===== src/rtl/pipe_pkg.sv =====
// rtl/pipe_pkg.sv - shared state encoding and perf counter widths for the pipeline skid register
package pipe_pkg;

  typedef enum logic [1:0] {
    ST_EMPTY = 2'd0,
    ST_ONE   = 2'd1,
    ST_FULL  = 2'd2
  } pipe_state_e;

  localparam int PERF_STALL_W = 32;
  localparam int PERF_FLUSH_W = 16;

endpackage


===== src/rtl/pipe_sat_cnt.sv =====
// rtl/pipe_sat_cnt.sv - saturating up-counter with synchronous clear
module pipe_sat_cnt #(
  parameter int W = 16
) (
  input  logic         clk,
  input  logic         clr,
  input  logic         inc,
  output logic [W-1:0] cnt
);

  logic [W-1:0] cnt_q;
  logic [W-1:0] cnt_d;

  // Next count: clear wins, otherwise increment until all-ones and stick there.
  always_comb begin
    cnt_d = cnt_q;
    if (clr) begin
      cnt_d = '0;
    end else if (inc && (cnt_q != {W{1'b1}})) begin
      cnt_d = cnt_q + 1'b1;
    end
  end

  // Count register.
  always_ff @(posedge clk) begin
    cnt_q <= cnt_d;
  end

  assign cnt = cnt_q;

endmodule


===== src/rtl/pipe_skid_reg.sv =====
// rtl/pipe_skid_reg.sv - pipeline stage register with 2-entry skid buffer and flush; PIPE_SKID_PERF_EN adds perf counters
module pipe_skid_reg
  import pipe_pkg::*;
#(
  parameter int                DATA_W        = 256,
  parameter bit                ZERO_ON_FLUSH = 1'b1,
  parameter logic [DATA_W-1:0] RESET_DATA    = '0
`ifdef PIPE_SKID_PERF_EN
  ,
  parameter int                STALL_CNT_W   = PERF_STALL_W,
  parameter int                FLUSH_CNT_W   = PERF_FLUSH_W
`endif
) (
  input  logic              clk,
  input  logic              rst,
  input  logic              in_valid,
  output logic              in_ready,
  input  logic [DATA_W-1:0] in_data,
  output logic              out_valid,
  input  logic              out_ready,
  output logic [DATA_W-1:0] out_data,
  input  logic              flush,
  input  logic              exception_flush,
`ifdef PIPE_SKID_PERF_EN
  output logic [STALL_CNT_W-1:0] perf_stall_cnt,
  output logic [FLUSH_CNT_W-1:0] perf_flush_cnt,
`endif
  output logic [1:0]        occupancy
);

  pipe_state_e       state_q, state_d;
  logic [DATA_W-1:0] main_q, main_d;
  logic [DATA_W-1:0] skid_q, skid_d;
  logic              in_ready_q, in_ready_d;
  logic [1:0]        occupancy_q, occupancy_d;

  logic push;
  logic pop;
  logic flush_taken;
  logic kill;

  assign out_valid = (state_q != ST_EMPTY);
  assign out_data  = main_q;
  assign in_ready  = in_ready_q;
  assign occupancy = occupancy_q;

  assign push = in_valid & in_ready_q;
  assign pop  = out_valid & out_ready;

  // A plain flush must not yank the head away from a stalled consumer.
  assign flush_taken = flush & (out_ready | ~out_valid);
  assign kill        = exception_flush | flush_taken;

  // Next state and payload: handshake first, then kill, then reset override.
  always_comb begin
    state_d = state_q;
    main_d  = main_q;
    skid_d  = skid_q;

    unique case (state_q)
      ST_EMPTY: begin
        if (push) begin
          state_d = ST_ONE;
          main_d  = in_data;
        end
      end
      ST_ONE: begin
        if (push && pop) begin
          main_d = in_data;
        end else if (push) begin
          state_d = ST_FULL;
          skid_d  = in_data;
        end else if (pop) begin
          state_d = ST_EMPTY;
        end
      end
      ST_FULL: begin
        if (pop) begin
          state_d = ST_ONE;
          main_d  = skid_q;
        end
      end
      default: begin
        state_d = ST_EMPTY;
      end
    endcase

    // Any kill drops the same-cycle push; a same-cycle pop was already delivered.
    if (kill) begin
      state_d = ST_EMPTY;
      if (ZERO_ON_FLUSH) begin
        main_d = '0;
        skid_d = '0;
      end
    end

    if (rst) begin
      state_d = ST_EMPTY;
      if (ZERO_ON_FLUSH) begin
        main_d = RESET_DATA;
        skid_d = RESET_DATA;
      end
    end
  end

  // Registered status derived from the next state so it never adds a comb path.
  always_comb begin
    in_ready_d = (state_d != ST_FULL);
    unique case (state_d)
      ST_ONE:  occupancy_d = 2'd1;
      ST_FULL: occupancy_d = 2'd2;
      default: occupancy_d = 2'd0;
    endcase
  end

  // State, payload and status registers.
  always_ff @(posedge clk) begin
    state_q     <= state_d;
    main_q      <= main_d;
    skid_q      <= skid_d;
    in_ready_q  <= in_ready_d;
    occupancy_q <= occupancy_d;
  end

`ifdef PIPE_SKID_PERF_EN
  logic stall_inc;

  assign stall_inc = out_valid & ~out_ready;

  pipe_sat_cnt #(
    .W(STALL_CNT_W)
  ) u_stall_cnt (
    .clk(clk),
    .clr(rst),
    .inc(stall_inc),
    .cnt(perf_stall_cnt)
  );

  pipe_sat_cnt #(
    .W(FLUSH_CNT_W)
  ) u_flush_cnt (
    .clk(clk),
    .clr(rst),
    .inc(kill),
    .cnt(perf_flush_cnt)
  );
`endif

endmodule


===== config.mk =====
export PLATFORM = sky130hd
export DESIGN_NAME = pipe_skid_reg
export DESIGN_NICKNAME = d
export VERILOG_FILES = /design/src/rtl/pipe_pkg.sv /design/src/rtl/pipe_sat_cnt.sv /design/src/rtl/pipe_skid_reg.sv
export SDC_FILE = /design/constraint.sdc
export NUM_CORES = 1
export LEC_CHECK = 0
export BUFFER_PORTS_ARGS = -buffer_cell sky130_fd_sc_hd__buf_2
export CORE_MARGIN = 4
export CORE_UTILIZATION = 55
export CTS_BUF_LIST = sky130_fd_sc_hd__clkbuf_4 sky130_fd_sc_hd__clkbuf_8
export DETAILED_ROUTE_END_ITERATION = 10
export PLACE_DENSITY = 0.86
export SETUP_SLACK_MARGIN = 0.15
export SLEW_MARGIN = 20
export SYNTH_ARGS = -nofsm -noshare
export SYNTH_HDL_FRONTEND = slang
export SYNTH_SLANG_ARGS = --single-unit

===== constraint.sdc =====
create_clock -name clk -period 2.4 [get_ports clk]
set_input_delay 0.12 -clock clk [delete_from_list [all_inputs] [get_ports clk]]
set_output_delay 0.12 -clock clk [all_outputs]
set_load 0.01 [all_outputs]

Word level (Yosys, flattened, before mapping)
Cells that the tools add are included.
{"block": "totals", "ff_bits": 517, "in_bits": 262, "out_inout_bits": 260, "elab_cells": 40}
{"block": "op_classes", "eq_ne": 8, "n_mux": 13, "bitwise_logic": 7, "reduce_logical": 7}
{"cell": "$mux 256", "count": 3}
{"cell": "$pmux 256 s3", "count": 1}
{"cell": "$mux 2", "count": 7}
{"cell": "$ne 2x2->1 const B", "count": 4}
{"cell": "$pmux 2 s3", "count": 1}
{"cell": "$eq 2x1->1 const B", "count": 2}
{"cell": "$eq 2x2->1 const B", "count": 2}
{"cell": "$pmux 2 s2", "count": 1}
{"cell": "$reduce_and 4->1", "count": 1}
{"cell": "$and 1x1->1", "count": 3}
{"cell": "$reduce_and 3->1", "count": 1}
{"cell": "$reduce_bool 3->1", "count": 1}
{"cell": "$logic_not 2->1", "count": 1}
{"cell": "$not 1->1", "count": 2}
{"cell": "$or 1x1->1", "count": 2}
{"cell": "$reduce_bool 2->1", "count": 1}
{"cell": "$reduce_or 2->1", "count": 1}
{"cell": "$logic_and 1x1->1", "count": 1}

Depth between registers and ports, before layout
{"block": "logic_depth", "word_depth": 10, "ltp_mapped": 8, "mapped_depth_nobuf": 4}

Worst setup path after synthesis
Ideal clock, no wire load.
{"block": "synth_path", "kind": "register -> register", "start": "register in_ready_q, in the netlist in_ready", "end": "register main_q[105], in the netlist out_data[105]", "setup_ns": 0.140, "arrival_time_ns": 1.557, "t_required_ns": 2.260, "path_slack_ns": 0.703, "path_stages_with_launch": 6, "n_path_buf": 2, "period_less_slack_ns": 1.697, "path_cell_list": "dfxtp_1 nand2_1 o31ai_4 clkbuf_1 clkbuf_1 a211oi_1"}
{"block": "synth_between", "elab_chain_len": 4}
{"item": "start: declaration", "line": "pipe_skid_reg.sv:34", "source": "logic in_ready_q, in_ready_d;"}
{"item": "start signal: assignment", "line": "pipe_skid_reg.sv:121", "source": "in_ready_q <= in_ready_d;"}
{"item": "$and 1x1->1 (*)", "line": "pipe_skid_reg.sv:47", "source": "assign push = in_valid & in_ready_q;"}
{"item": "$logic_and 1x1->1", "line": "pipe_skid_reg.sv:68", "source": "if (push && pop) begin"}
{"item": "$ne 2x2->1 (no line)"}
{"item": "$reduce_and 4->1 (no line) (*)"}
{"item": "end signal: assignment", "line": "pipe_skid_reg.sv:119", "source": "main_q <= main_d;"}
{"item": "end: declaration", "line": "pipe_skid_reg.sv:32", "source": "logic [DATA_W-1:0] main_q, main_d;"}
Mark *: on every way between the ends. The rest lies on a longest branch, timed or not.
A chain may end at the register's enable or synchronous reset.

Worst setup path after layout
{"block": "layout_path", "start": "register in_ready_q, in the netlist in_ready", "end": "register main_q[242], in the netlist out_data[242]"}
Same word-level chain as after synthesis.

==> impl_metrics.tcl <==
set metrics [dict create \
    r2r_slack_ps 200 \
    post_cts_buffers 0 \
    antenna_found_initial 9 \
    hold_class "in2reg" \
    synth_cell_type_count 23 \
    min_period_over_period 0.918 \
    synth-edff-count 0 \
    path_cells "nand2_1, o31ai_4, buf_12, buf_12, nor2_1, a211oi_1" \
    first_global_vias 21732 \
    dp_slack_ps 297 \
    drc_errors 0 \
    fin_area_mm2 0.0279 \
    cts_buffer_depth 3 \
    grt-ovfl-total 0 \
    routed_via_density 6.00 \
    p_sw_frac 0.255 \
    path_class "reg2reg" \
    syn_nets 2538 \
    drtPass1Iterations 6 \
    die_h_um 201 \
    ant_nets 0 \
    synth_top_cell_area_share 0.508 \
    finalHoldViolCount 0 \
    grt_pass1_wl_um 118000 \
    ys_seq_area_frac 0.508 \
    layout-drive-gt1-share 0.264 \
    total_power_mw 18.7 \
    synth_warnings 0 \
    cts_sinks 517 \
    critPathMaxStageDelay_ps 450 \
    cts-root-buf "clkbuf_8" \
    max_freq_mhz 454 \
    worst_slew_pin_slew_ps 550 \
    synth.avg_cell_area_um2 8.96 \
    clk_pin_slew_worst_paths_ps 70 \
    switching_power_mw 4.76 \
    routed_wl_um 75800 \
    max-vdd-ir-drop_v 0.000539 \
    power_frac_clock 0.429 \
    powerDensity_mw_per_mm2 669 \
    area_growth_pct 36.8 \
    start_kind "register" \
    fin_nets 3260 \
    crit_arrival_ps 2680 \
    min_period_ps 2200 \
    synth-adder-area-share 0 \
    tritoncts "yes" \
    synth_top_area_cell "dfxtp_1" \
    worst_setup_path_end_kind "register" \
    final_common_cell "buf_2" \
    cts_htree_levels 3 \
    cts_buffers 81 \
    rsz0062_at_grt "yes" \
    io_buffers 521 \
    ys_ff_latch 517 \
    worst_path_max_delay_cell "a211oi_1" \
    placed_cell_area_mm2 0.0235 \
    synth_flop_cell "dfxtp_1" \
    initial_core_util 0.557 \
    timing.max_cap.violations 0 \
    fin_setup_tns_ps 0 \
    synthSimpleGateAreaFrac 0.145 \
    stdcell_count 3537 \
    worstPathRequired_ps 2870 \
    synthCells 2276 \
    die-area_mm2 0.0402 \
    path_max_fanout 58 \
    synth_xor_area_frac 0 \
    track_usage 0.355 \
    finalMaxSlewViolations 0 \
    p_int_mw 13.9 \
    p_seq_frac 0.472 \
    slew_headroom 0.633 \
    comb_power_share 0.099 \
    status "complete, no violations" \
    final.setup.worst_slack_ps 197 \
    synthTopCellsByArea "dfxtp_1 (51%), mux2i_1 (13%), nand2_1 (9.5%)" \
    fin_skew_ps 41.2 \
    die_w_um 201 \
    layout_common_cells "buf_2 (521), dfxtp_1 (516), nand2_1 (514)" \
    hpwlAfterDp_um 39800 \
    async_flop_share 0 \
    vias 21207 \
    cpMostUsedCell "buf_12" \
    wl_per_cell_um 21.4 \
    synthMuxAreaShare 0.126 \
    p_leak_nw 13.0 \
    synth_top_family_by_area "compound AO/OA/AOI/OAI gates" \
    core_mm2 0.0366 \
    drtIter0Drc 2004 \
    dp.cells 3123 \
    num_io_pins 522 \
    finalSetupViolCount 0 \
    insertion_delay_ps 650 \
    grt_start_max_net_pins 107 \
    syn_area_mm2 0.0204 \
    place_congestion 0.854 \
    synth_compound_area_frac 0.179 \
    placementRows 70 \
]
==> cell families (layout without fill, tap and decap cells) <==
group                  Yosys count  after routing
AO/OA/AOI/OAI                  517            517
buffers and inverters          202            986
flip-flops                     517            517
multiplexers                   257            257
other                            0              9
AND/OR/NAND/NOR                783            783
==> path summary, 6_finish.rpt <==
| check | startpoint | to | cells past startpoint |
|---|---|---|---|
| worst min-delay path | exception_flush | skid_q[217]$_SDFFE_PP0P_ | 5 |
| worst max register to register | in_ready$_DFF_P_ | out_data[242]$_SDFFE_PP0P_ | 6 |
| worst max-delay path | in_ready$_DFF_P_ | out_data[242]$_SDFFE_PP0P_ | 6 |
| worst min register to register | skid_q[83]$_SDFFE_PP0P_ | skid_q[83]$_SDFFE_PP0P_ | 2 |
==> synthesized netlist by cell type, types with 2 or more instances <==
| master | n |
|---|---|
| dfxtp_1 | 517 |
| a211oi_2 | 80 |
| buf_2 | 72 |
| a211oi_1 | 176 |
| nand2_1 | 515 |
| buf_4 | 2 |
| mux2i_1 | 257 |
| buf_1 | 30 |
| a21oi_1 | 257 |
| clkbuf_1 | 95 |
| nand2b_1 | 2 |
| nor2_1 | 260 |
| inv_1 | 3 |
==> through the flow <==
stage                      util  hold WS [ps]
after global placement    0.642           370
after floorplan               -           256
after global routing      0.762           194
final                     0.762           194
after detailed placement  0.642           377
after CTS                 0.761           150
==> metal layers <==
metal | global-route usage | vias to the layer above | part of all wire
li1 | - | 9270 | -
met1 | 0.391 | 9847 | 0.34
met2 | 0.604 | 1625 | 0.49
met3 | 0.0889 | 465 | 0.097
met4 | 0.245 | 0 | 0.076
met5 | 0 | - | 0
==> cell type report <==
| class | instances | area, um2 |
|---|---|---|
| Inverter | 3 | 11.3 |
| Sequential cell | 517 | 10400 |
| Timing Repair Buffer | 838 | 5970 |
| Clock buffer | 127 | 1600 |
| Antenna cell | 9 | 22.5 |
| Clock inverter | 18 | 134 |
| Fill cell | 1912 | 8720 |
| Tap cell | 468 | 586 |
| Multi-Input combinational cell | 1557 | 9210 |
==> repair_timing <==
action	in CTS	in global routing
hold buffers	260	0
endpoints found under the hold margin	517	0
endpoints found under the setup margin	0	98
gates resized for setup	0	4
==> power groups by stage <==
stage	Sequential (mW)	Clock (mW)	Combinational [mW]
6_report	8.81	8.00	1.85
5_1_grt	8.81	8.42	1.96
4_1_cts	8.80	7.92	1.72
3_5_place_dp	8.98	0	1.37
3_3_place_gp	8.98	0	1.32
2_1_floorplan	9.03	0	0.690
==> state kept, by name, indices dropped and copies added, names as in the netlist <==
name,flops
out_data,256
occupancy,2
skid_q,256
in_ready,1
state_q,2
==> worst max-delay path: cells and delay by family, from the launching register on <==
kind,cells,cell delay [ps]
AOI/OAI and AO/OA,2,830
DFF,1,360
and+or+nand+nor,2,280
buffers and inverters,2,550
No activity file was read; power rests on OpenSTA's default activity.
